--- src/rtl/dmem_arbiter.sv ---
// Two-core front end for the dual-port data memory: same-word conflict
// serialisation with round-robin priority, stall generation and LL/SC reservations.
module dmem_arbiter #(
  parameter int CNT_W = 16
) (
  input  logic             CLK,
  input  logic             RST,

  input  logic             MemReq0,
  input  logic             MemWrite0,
  input  logic             LinkedLoad0,
  input  logic             StoreCond0,
  input  logic [31:0]      Address0,
  input  logic [31:0]      WriteData0,
  output logic [31:0]      ReadData0,
  output logic             Stall0,
  output logic             ScSuccess0,

  input  logic             MemReq1,
  input  logic             MemWrite1,
  input  logic             LinkedLoad1,
  input  logic             StoreCond1,
  input  logic [31:0]      Address1,
  input  logic [31:0]      WriteData1,
  output logic [31:0]      ReadData1,
  output logic             Stall1,
  output logic             ScSuccess1,

  output logic             WriteEnableA,
  output logic [31:0]      AddressA,
  output logic [31:0]      WriteDataA,
  input  logic [31:0]      ReadDataA,

  output logic             WriteEnableB,
  output logic [31:0]      AddressB,
  output logic [31:0]      WriteDataB,
  input  logic [31:0]      ReadDataB,

  output logic [CNT_W-1:0] ConflictCount
);

  // Core c always owns dmem port c; data and address are pure pass-through.
  assign AddressA   = Address0;
  assign AddressB   = Address1;
  assign WriteDataA = WriteData0;
  assign WriteDataB = WriteData1;
  assign ReadData0  = ReadDataA;
  assign ReadData1  = ReadDataB;

  logic             req   [2];
  logic             mwr   [2];
  logic             llk   [2];
  logic             stc   [2];
  logic [29:0]      word  [2];

  assign req[0]  = MemReq0;      assign req[1]  = MemReq1;
  assign mwr[0]  = MemWrite0;    assign mwr[1]  = MemWrite1;
  assign llk[0]  = LinkedLoad0;  assign llk[1]  = LinkedLoad1;
  assign stc[0]  = StoreCond0;   assign stc[1]  = StoreCond1;
  assign word[0] = Address0[31:2];
  assign word[1] = Address1[31:2];

  // Registered state
  logic             prio;
  logic             res_valid [2];
  logic [29:0]      res_addr  [2];
  logic [CNT_W-1:0] conflict_cnt;

  // Next-state / per-core combinational terms
  logic             prio_nxt;
  logic             res_valid_nxt [2];
  logic [29:0]      res_addr_nxt  [2];
  logic             is_write [2];
  logic             grant    [2];
  logic             stall    [2];
  logic             sc_ok    [2];
  logic             wen      [2];
  logic             conflict;
  logic             loser;

  // A failed SC still counts as a write here, so it serialises like any store.
  assign is_write[0] = req[0] & (mwr[0] | stc[0]);
  assign is_write[1] = req[1] & (mwr[1] | stc[1]);
  assign conflict    = req[0] & req[1] & (word[0] == word[1]) &
                       (is_write[0] | is_write[1]);
  assign loser       = ~prio;

  // NOTE: every variable written in this block gets a default first, so no
  // path can leave one unassigned and infer a latch.
  always_comb begin
    prio_nxt = prio;
    for (int c = 0; c < 2; c++) begin
      grant[c] = 1'b0;
      stall[c] = 1'b0;
      sc_ok[c] = 1'b0;
      wen[c]   = 1'b0;
    end

    // Reset suppresses every grant, so nothing stalls and nothing writes.
    if (!RST) begin
      for (int c = 0; c < 2; c++) begin
        grant[c] = req[c] & ~(conflict & (loser == c[0]));
        stall[c] = req[c] & ~grant[c];
        sc_ok[c] = grant[c] & stc[c] & res_valid[c] & (res_addr[c] == word[c]);
        wen[c]   = grant[c] & ((mwr[c] & ~stc[c]) | sc_ok[c]);
      end
      if (conflict)
        prio_nxt = loser;
    end

    for (int c = 0; c < 2; c++) begin
      res_valid_nxt[c] = res_valid[c];
      res_addr_nxt[c]  = res_addr[c];
      if ((wen[0] && word[0] == res_addr[c]) || (wen[1] && word[1] == res_addr[c]))
        res_valid_nxt[c] = 1'b0;
      if (grant[c] && stc[c])
        res_valid_nxt[c] = 1'b0;
      // A granted LL wins over a clear from the other core's write elsewhere.
      if (grant[c] && llk[c] && !mwr[c] && !stc[c]) begin
        res_valid_nxt[c] = 1'b1;
        res_addr_nxt[c]  = word[c];
      end
    end
  end

  assign Stall0       = stall[0];
  assign Stall1       = stall[1];
  assign ScSuccess0   = sc_ok[0];
  assign ScSuccess1   = sc_ok[1];
  assign WriteEnableA = wen[0];
  assign WriteEnableB = wen[1];
  assign ConflictCount = conflict_cnt;

  // NOTE: sequential state uses non-blocking assignments so every register
  // samples the pre-edge values regardless of statement order.
  always_ff @(posedge CLK) begin
    if (RST) begin
      prio         <= 1'b0;
      res_valid[0] <= 1'b0;
      res_valid[1] <= 1'b0;
      res_addr[0]  <= '0;
      res_addr[1]  <= '0;
      conflict_cnt <= '0;
    end else begin
      prio         <= prio_nxt;
      res_valid[0] <= res_valid_nxt[0];
      res_valid[1] <= res_valid_nxt[1];
      res_addr[0]  <= res_addr_nxt[0];
      res_addr[1]  <= res_addr_nxt[1];
      if (conflict && conflict_cnt != {CNT_W{1'b1}})
        conflict_cnt <= conflict_cnt + 1'b1;
    end
  end

endmodule

--- config.mk ---
export PLATFORM = sky130hd
export DESIGN_NAME = dmem_arbiter
export DESIGN_NICKNAME = d
export VERILOG_FILES = /design/src/rtl/dmem_arbiter.sv
export SDC_FILE = /design/constraint.sdc
export NUM_CORES = 1
export LEC_CHECK = 0
export ABC_AREA = 1
export BUFFER_PORTS_ARGS = -buffer_cell sky130_fd_sc_hd__buf_2
export CORE_AREA = 3 3 159 161
export DETAILED_ROUTE_END_ITERATION = 8
export DIE_AREA = 0 0 162 164
export PLACE_DENSITY = 0.6
export SYNTH_ARGS = -nofsm -noshare
export SYNTH_HDL_FRONTEND = slang
export SYNTH_SLANG_ARGS = --single-unit
--- constraint.sdc ---
create_clock -name CLK -period 1.92 [get_ports CLK]
set_clock_uncertainty 0.2 [all_clocks]
set_input_delay 0 -clock CLK [delete_from_list [all_inputs] [get_ports CLK]]
set_output_delay 0 -clock CLK [all_outputs]
set_load 0.02 [all_outputs]
# After elaboration in Yosys (flattened, before gate mapping)
# Memories as Yosys holds them, arrays and structs flattened.
# Index checks and enable logic that the tools add are counted.
dict set report word_totals {
  ff_bits 17
  latch_bits 0
  mem_bits_rw 62
  mem_bits_ro 0
  in_bits 202
  output_inout_bits 214
  n_memories 2
}
# name words word_bits rd rd_ports_with_merged_regs wr line
set mem_list {}
lappend mem_list {res_addr 2 30 2 0 2 66} ;# logic [29:0] res_addr [2];
lappend mem_list {res_valid 2 1 2 0 2 65} ;# logic res_valid [2];
dict set report op_classes {
  n_addsub 1
  n_mul 0
  n_div 0
  n_lt_le_gt_ge 0
  n_eq_ne 8
  shifts 0
  muxes 19
  bitwise 37
  reduce_logical 19
}
# op n
set op_table {}
lappend op_table {{$eq A30 B30 Y1} 7}
lappend op_table {{$mux W30} 4}
lappend op_table {{$and A1 B1 Y1} 21}
lappend op_table {{$add A16 B1 Y16 const B} 1}
lappend op_table {{$ne A16 B16 Y1 const B} 1}
lappend op_table {{$logic_and A1 B1 Y1} 13}
lappend op_table {{$mux W1} 11}
lappend op_table {{$or A1 B1 Y1} 9}
lappend op_table {{$mux W2} 4}
lappend op_table {{$not A1 Y1} 7}
lappend op_table {{$logic_not A1 Y1} 4}
lappend op_table {{$logic_or A1 B1 Y1} 2}

# Longest topological paths before layout
# Gate-level depths: netlist of the first run.
dict set report depth {
  word_depth 19
  depth_mapped 15
  mapped_depth_nobuf 15
}

# Least setup slack after synthesis of the first run
# OpenSTA, ideal clock, no wires.
dict set report synth_path {
  path_kind {reg2reg}
  from {register conflict_cnt[0], in the netlist ConflictCount[0]}
  to {register conflict_cnt[12], in the netlist ConflictCount[12]}
  setup_ns 0.128
  arrival_time_ns 1.844
  required_time_ns 1.592
  path_slack_ns -0.252
  stages_incl_launch_ff 12
  synth_period_minus_slack_ns 2.172
  cell_sequence {dfxtp_1 ha_1 nand2_1 nor3_1 nand2_1 nor2_1 nand4_1 nand2_4 inv_2 nand2_1 xor2_1 nor2_1}
}
dict set report synth_between {
  elab_chain_cells 2
  elab_cells_between_ends 3
  cone_classes {add/sub: 1; eq/ne: 1; reduce/logical: 1}
}
# element line
set synth_rtl {}
lappend synth_rtl {{from (decl)} 67} ;# logic [CNT_W-1:0] conflict_cnt;
lappend synth_rtl {{from (signal assigned)} 151} ;# conflict_cnt <= conflict_cnt + 1'b1;
lappend synth_rtl {{branches (longest 2 deep; another with $add A16 B1 Y16)} n/a}
# Parallel ways; which one is timed is not known.
# A chain may end at the register's enable or synchronous reset.

==> out/metrics.yaml, run 1 <==
status:
  status: "finished, violations left"
  violations: "negative setup slack"
floorplanning:
  dieArea_um2: 26600
  start_util: 0.302
  die_h_um: 164
  core_um2: 24100
  ios: 416
  row_count: 57
  die_w_um: 162
place:
  dp.cells: 1522
  dp.final_hpwl_um: 19900
  finalWeightedCongestion: 0.901
  io_buffers: 151
  pre_cts_slack_ps: -23.6
worst_setup_path:
  worstReg2RegEnd: "ConflictCount[6]$_SDFFE_PP0P_"
  startpoint_type: "flip-flop"
  cp_max_fo: 3
  critPathCaptureType: "primary output"
  r2r_start: "ConflictCount[9]$_SDFFE_PP0P_"
  reg2reg_depth: 10
  path_class: "flip-flop to primary output"
  critPathArrivalTime_ps: 1880
  rrSetupSlack_ps: -50
  critPathRequiredTime_ps: 1720
clocking:
  cts_root_buf: "clkbuf_16"
  clk_latency_ps: 360
  clockBufferDepth: 2
  clock_sinks: 79
  cts_tree: "built"
  cts_max_level: 3
  cts_buffers: 9
  cts.clk_slew.worst_paths_ps: 80
route:
  postRouteAntennaNets: 0
  drc: 0
  wirelength_um: 27800
  wire_per_inst_um: 15.8
  drt_first_pass_iters: 5
  vias_per_cell: 4.59
  drt_iter0_markers: 456
  vias: 8076
sta:
  clock.fmax_mhz: 481
  fin_ws_ps: -158
  max-slew-margin-rel: 0.664
  final.period_utilization: 1.08
  hold_slack_ps: 63.5
  setup_tns_ps: -474
  setup_viol: 9
  drv_slew: 0
  rsz0062_at_grt: "true"
  finalHoldViolCount: 0
  fin_crit_ps: 2080
  worst_pin_slew_ps: 504
synth:
  synth_area_leaders: "dfxtp_1 22%, buf_4 20%, nand2_1 14%"
  syn_avg_cell_area_um2: 6.29
  synth_top_area_cell: "dfxtp_1"
  syn_inst: 1157
  synth_nets: 1360
  syn_area_um2: 7280
  yosysTopAreaCellShare: 0.217
  ys_seq_area_frac: 0.217
  synth-seq-cells: 79
  yosysUniqueCellTypes: 33
  yosys_warnings: 0
min_path:
  min_to: "res_addr[0][7]$_SDFFE_PP0P_"
  hold_path.class: "input pin to flip-flop"
  min_path_cells: 5
  min_from: "MemWrite0"
global_routing:
  grt_pass1_wl_um: 41300
  gr-total-overflow: 0
  grtUsageTotal: 0.196
  grt_max_degree: 38
  grt_pass1_vias: 7752
  antenna_found_initial: 3
cells_and_area:
  design.final.nets: 1629
  final_cell_mix: "247 x nand2_1, 198 x dlygate4sd3_1, 144 x buf_2"
  drive_gt1_frac: 0.308
  final_cells: 1758
  final_common_cell: "nand2_1"
  area_delta_synth_final_pct: 44.9
power_and_ir_drop:
  powerDensity_nw_per_um2: 479
  leakage_nw: 4.77
  vdd_drop_max_mv: 0.270
run:
  maxCapViolCount: 0
==> Yosys cell counts, drive strengths merged <==
library cell / n
nand2: 276
o31ai: 2
and2: 3
nor3b: 2
xor2: 22
dfxtp: 79
inv: 150
a21oi: 79
o21ai: 66
xnor2: 48
o211ai: 2
ha: 1
nand4: 50
clkbuf: 9
nor3: 23
nor4: 1
nor2: 103
or2: 1
buf: 204
nand3: 34
nand3b: 2
==> metal layers <==
layer | track usage | vias up | wire length [um]
met3 | 0.0333 | 45 | 2110
met1 | 0.232 | 3646 | 10700
met5 | 0 | - | 0
met2 | 0.347 | 386 | 14100
met4 | 0.0872 | 0 | 801
li1 | - | 3999 | -
==> sequential cells by signal (all words and copies together) (netlist names) <==
name and count:
ConflictCount 16, res_valid 2, prio 1, res_addr 60
==> where the power goes <==
group	internal (mW)	switching, mW
registers	1.67	0.0264
logic	0.695	0.912
clock network	0.906	0.844
total	3.27	1.78
==> cells by family (layout without fill, tap and decap cells) <==
| group | count (synthesis) | after routing | synth area share |
|---|---|---|---|
| other cells | 0 | 3 | 0 |
| flops | 79 | 79 | 0.217 |
| fa+ha+maj | 1 | 1 | 0.00172 |
| simple gates | 495 | 495 | 0.299 |
| buf+inv | 363 | 637 | 0.293 |
| xor+xnor | 70 | 70 | 0.0842 |
| compound gates | 149 | 149 | 0.104 |
==> worst max-delay path, cell delays in order (launching register included) <==
cell	delay [ps]
dfxtp_2	350
inv_2	40
nand2_1	60
nand4_1	140
nor2_2	180
nand2_2	100
nor2_4	130
and2_4	180
nand2_4	50
nor2_4	140
buf_6	140
==> stage by stage <==
step	area (um2)	util	total power, mW
3_3_place_gp	7740	0.321	2.74
4_1_cts	10200	0.424	5.07
2_1_floorplan	7290	-	2.73
3_5_place_dp	7740	0.321	2.75
5_1_grt	10500	0.437	5.29
6_report	10500	0.437	5.05
==> how the worst max path moves through the flow <==
stage	startpoint	to	slack, ps	cells past startpoint
2_1_floorplan	ConflictCount[1]$_SDFFE_PP0P_	ConflictCount[12]$_SDFFE_PP0P_	10	11
6_report	res_addr[0][43]$_SDFFE_PP0P_	ScSuccess1	-160	10
4_1_cts	res_addr[0][16]$_SDFFE_PP0P_	WriteEnableA	-120	9
3_3_place_gp	res_addr[0][45]$_SDFFE_PP0P_	ScSuccess1	-3	10
5_1_grt	res_addr[0][42]$_SDFFE_PP0P_	ScSuccess1	-260	10
3_5_place_dp	res_addr[0][45]$_SDFFE_PP0P_	ScSuccess1	-20	10
==> timing repair <==
action	CTS	global route
hold endpoints to repair	203	0
buffers inserted	9	10
setup endpoints to repair	4	18
gates resized for setup	57	88
pin swaps	19	45
hold buffers	198	0
==> layout make-up <==
class                      count  area [um2]
clock buffer                   9         225
inverter                     150         568
tap                          324         405
sequential                    79        1640
clock inverter                 7        65.1
fill                        2510       13600
timing repair buffer         471        3790
multi-input combinational    715        3840
antenna                        3        7.51
(Power assumes the default switching activity.)
==> inputs of run 2 (changes only) <==
--- a/config.mk
+++ b/config.mk
@@ -13,2 +13,3 @@
 export PLACE_DENSITY = 0.6
+export SKIP_CTS_REPAIR_TIMING = 1
 export SYNTH_ARGS = -nofsm -noshare
--- a/constraint.sdc
+++ b/constraint.sdc
@@ -4,2 +4,2 @@
 set_output_delay 0 -clock CLK [all_outputs]
-set_load 0.02 [all_outputs]
+set_load 0.005 [all_outputs]
==> out/metrics.yaml, run 2 (synthesis gave the netlist of run 1 again) <==
route:
  vias: 7811  # -3.3%
  drt_first_pass_iters: 5  # unchanged
  postRouteAntennaNets: 0  # unchanged
  vias_per_cell: 4.56  # -0.80%
  wirelength_um: 26600  # -4.2%
  wire_per_inst_um: 15.5  # -1.8%
  drc: 0  # unchanged
  drt_iter0_markers: 431  # -5.5%
worst_setup_path:
  path_class: "flip-flop to primary output"
  critPathArrivalTime_ps: 1790  # -90 ps
  critPathRequiredTime_ps: 1720  # about the same
  critPathCaptureType: "primary output"
  startpoint_type: "flip-flop"
  cp_max_fo: 3  # unchanged
place:
  dp.cells: 1500  # -1.4%
  finalWeightedCongestion: 0.940  # +4.3%
  io_buffers: 151  # unchanged
  dp.final_hpwl_um: 19700  # -1.3%
global_routing:
  grt_pass1_vias: 6648  # -14%
  grtUsageTotal: 0.173  # -0.0224
  grt_max_degree: 46  # +21%
  antenna_found_initial: 2  # -1
  grt_pass1_wl_um: 35900  # -13%
  gr-total-overflow: 0  # unchanged
sta:
  clock.fmax_mhz: 501  # +4.2%
  rsz0062_at_grt: "true"
  hold_slack_ps: -178  # -241 ps
  setup_tns_ps: -261  # +213 ps
  setup_viol: 6  # -3
  finalHoldViolCount: 14  # +14
  max-slew-margin-rel: 0.704  # +0.0398
  final.period_utilization: 1.04  # -0.0435
  fin_ws_ps: -74.8  # +83.6 ps
  worst_pin_slew_ps: 442  # -62.4 ps
  drv_slew: 0  # unchanged
  fin_crit_ps: 1990  # -83.6 ps
floorplanning:
  ios: 416  # unchanged
  row_count: 57  # unchanged
  dieArea_um2: 26600  # unchanged
  die_w_um: 162  # unchanged
  start_util: 0.302  # unchanged
  core_um2: 24100  # unchanged
  die_h_um: 164  # unchanged
min_path:
  hold_path.class: "input pin to flip-flop"
cells_and_area:
  multi_input_area_um2: 3690  # -3.8%
  fillCellCount: 2593  # +3.3%
  drive_gt1_frac: 0.252  # -0.0562
  area_delta_synth_final_pct: 37.2
  design.final.nets: 1587  # -2.6%
  regMostFlops: "res_addr"
  seqCellArea_um2: 1620  # -1.4%
  final_cells: 1714  # -2.5%
  final_common_cell: "nand2_1"
  largest_reg_flops: 60  # unchanged
  final_cell_mix: "261 x nand2_1, 189 x dlygate4sd3_1, 150 x buf_2"
power_and_ir_drop:
  powerDensity_nw_per_um2: 476  # -0.63%
  leakage_nw: 4.46  # -6.6%
  vdd_drop_max_mv: 0.348  # +29%
clocking:
  clk_latency_ps: 350  # about the same
  cts_max_level: 3  # unchanged
  clockBufferDepth: 2  # unchanged
  cts_tree: "built"
  cts.clk_slew.worst_paths_ps: 60  # -20 ps
  cts_buffers: 9  # unchanged
  cts_root_buf: "clkbuf_16"
  clock_sinks: 79  # unchanged
status:
  status: "finished, violations left"
  violations: "negative hold slack, negative setup slack"
run:
  maxCapViolCount: 0  # unchanged
-- run 2: per-stage QoR --
step	hold WS, ps	power (mW)	setup slack, ps	util	cell area, um2
detailed placement	-200	2.64	38.8	0.313	7550
floorplan	-119	2.47	24.6	-	7280
CTS	-200	4.43	-288	0.326	7860
global route	-173	5.00	-154	0.414	9980
global placement	-200	2.64	53.7	0.313	7550
finish	-178	4.75	-74.8	0.414	9980
-- run 2: metal layers --
layer  wire (um)  up-vias  track usage  part of all wire
met3        2250       24       0.0449             0.085
met4         423        2       0.0752             0.016
met5           7        -            0           0.00026
met2       13100      344        0.289              0.49
met1       10900     3528        0.211              0.41
li1            -     3913            -                 -
-- run 2: cell type report --
class | count | share of cell area
flip-flops and latches | 79 | 0.162
well taps | 324 | 0.0406
clock buffers | 11 | 0.0243
inverters | 150 | 0.0566
clock inverters | 5 | 0.00577
diodes | 1 | 0.000251
multi-input cells | 715 | 0.370
repair buffers | 429 | 0.340
-- run 2: worst paths after layout --
| path | from | slack (ps) | cells after the start | to |
|---|---|---|---|---|
| setup / recovery | res_addr[0][58]$_SDFFE_PP0P_ | -70 | 8 | WriteEnableB |
| hold / removal | RST | -180 | 2 | res_valid[0][1]$_SDFF_PP0_ |
| setup reg to reg | ConflictCount[1]$_SDFFE_PP0P_ | -50 | 11 | ConflictCount[5]$_SDFFE_PP0P_ |
| hold reg to reg | res_addr[0][38]$_SDFFE_PP0P_ | 270 | 2 | res_addr[0][38]$_SDFFE_PP0P_ |
-- run 2: critical path, cell delays in order (launching register included) --
cell and delay, ps:
dfxtp_1 320, inv_1 100, nor2_1 60, nor3_1 200, nand3_1 140, nor2_4 160, nand3_1 120, a21oi_2 210
buf_2 140
-- run 2: report_power, final --
group | switching (mW) | internal [mW] | total [mW]
combinational | 0.643 | 0.639 | 1.28
sequential | 0.0259 | 1.67 | 1.69
clock | 0.734 | 1.04 | 1.78
total | 1.40 | 3.35 | 4.75
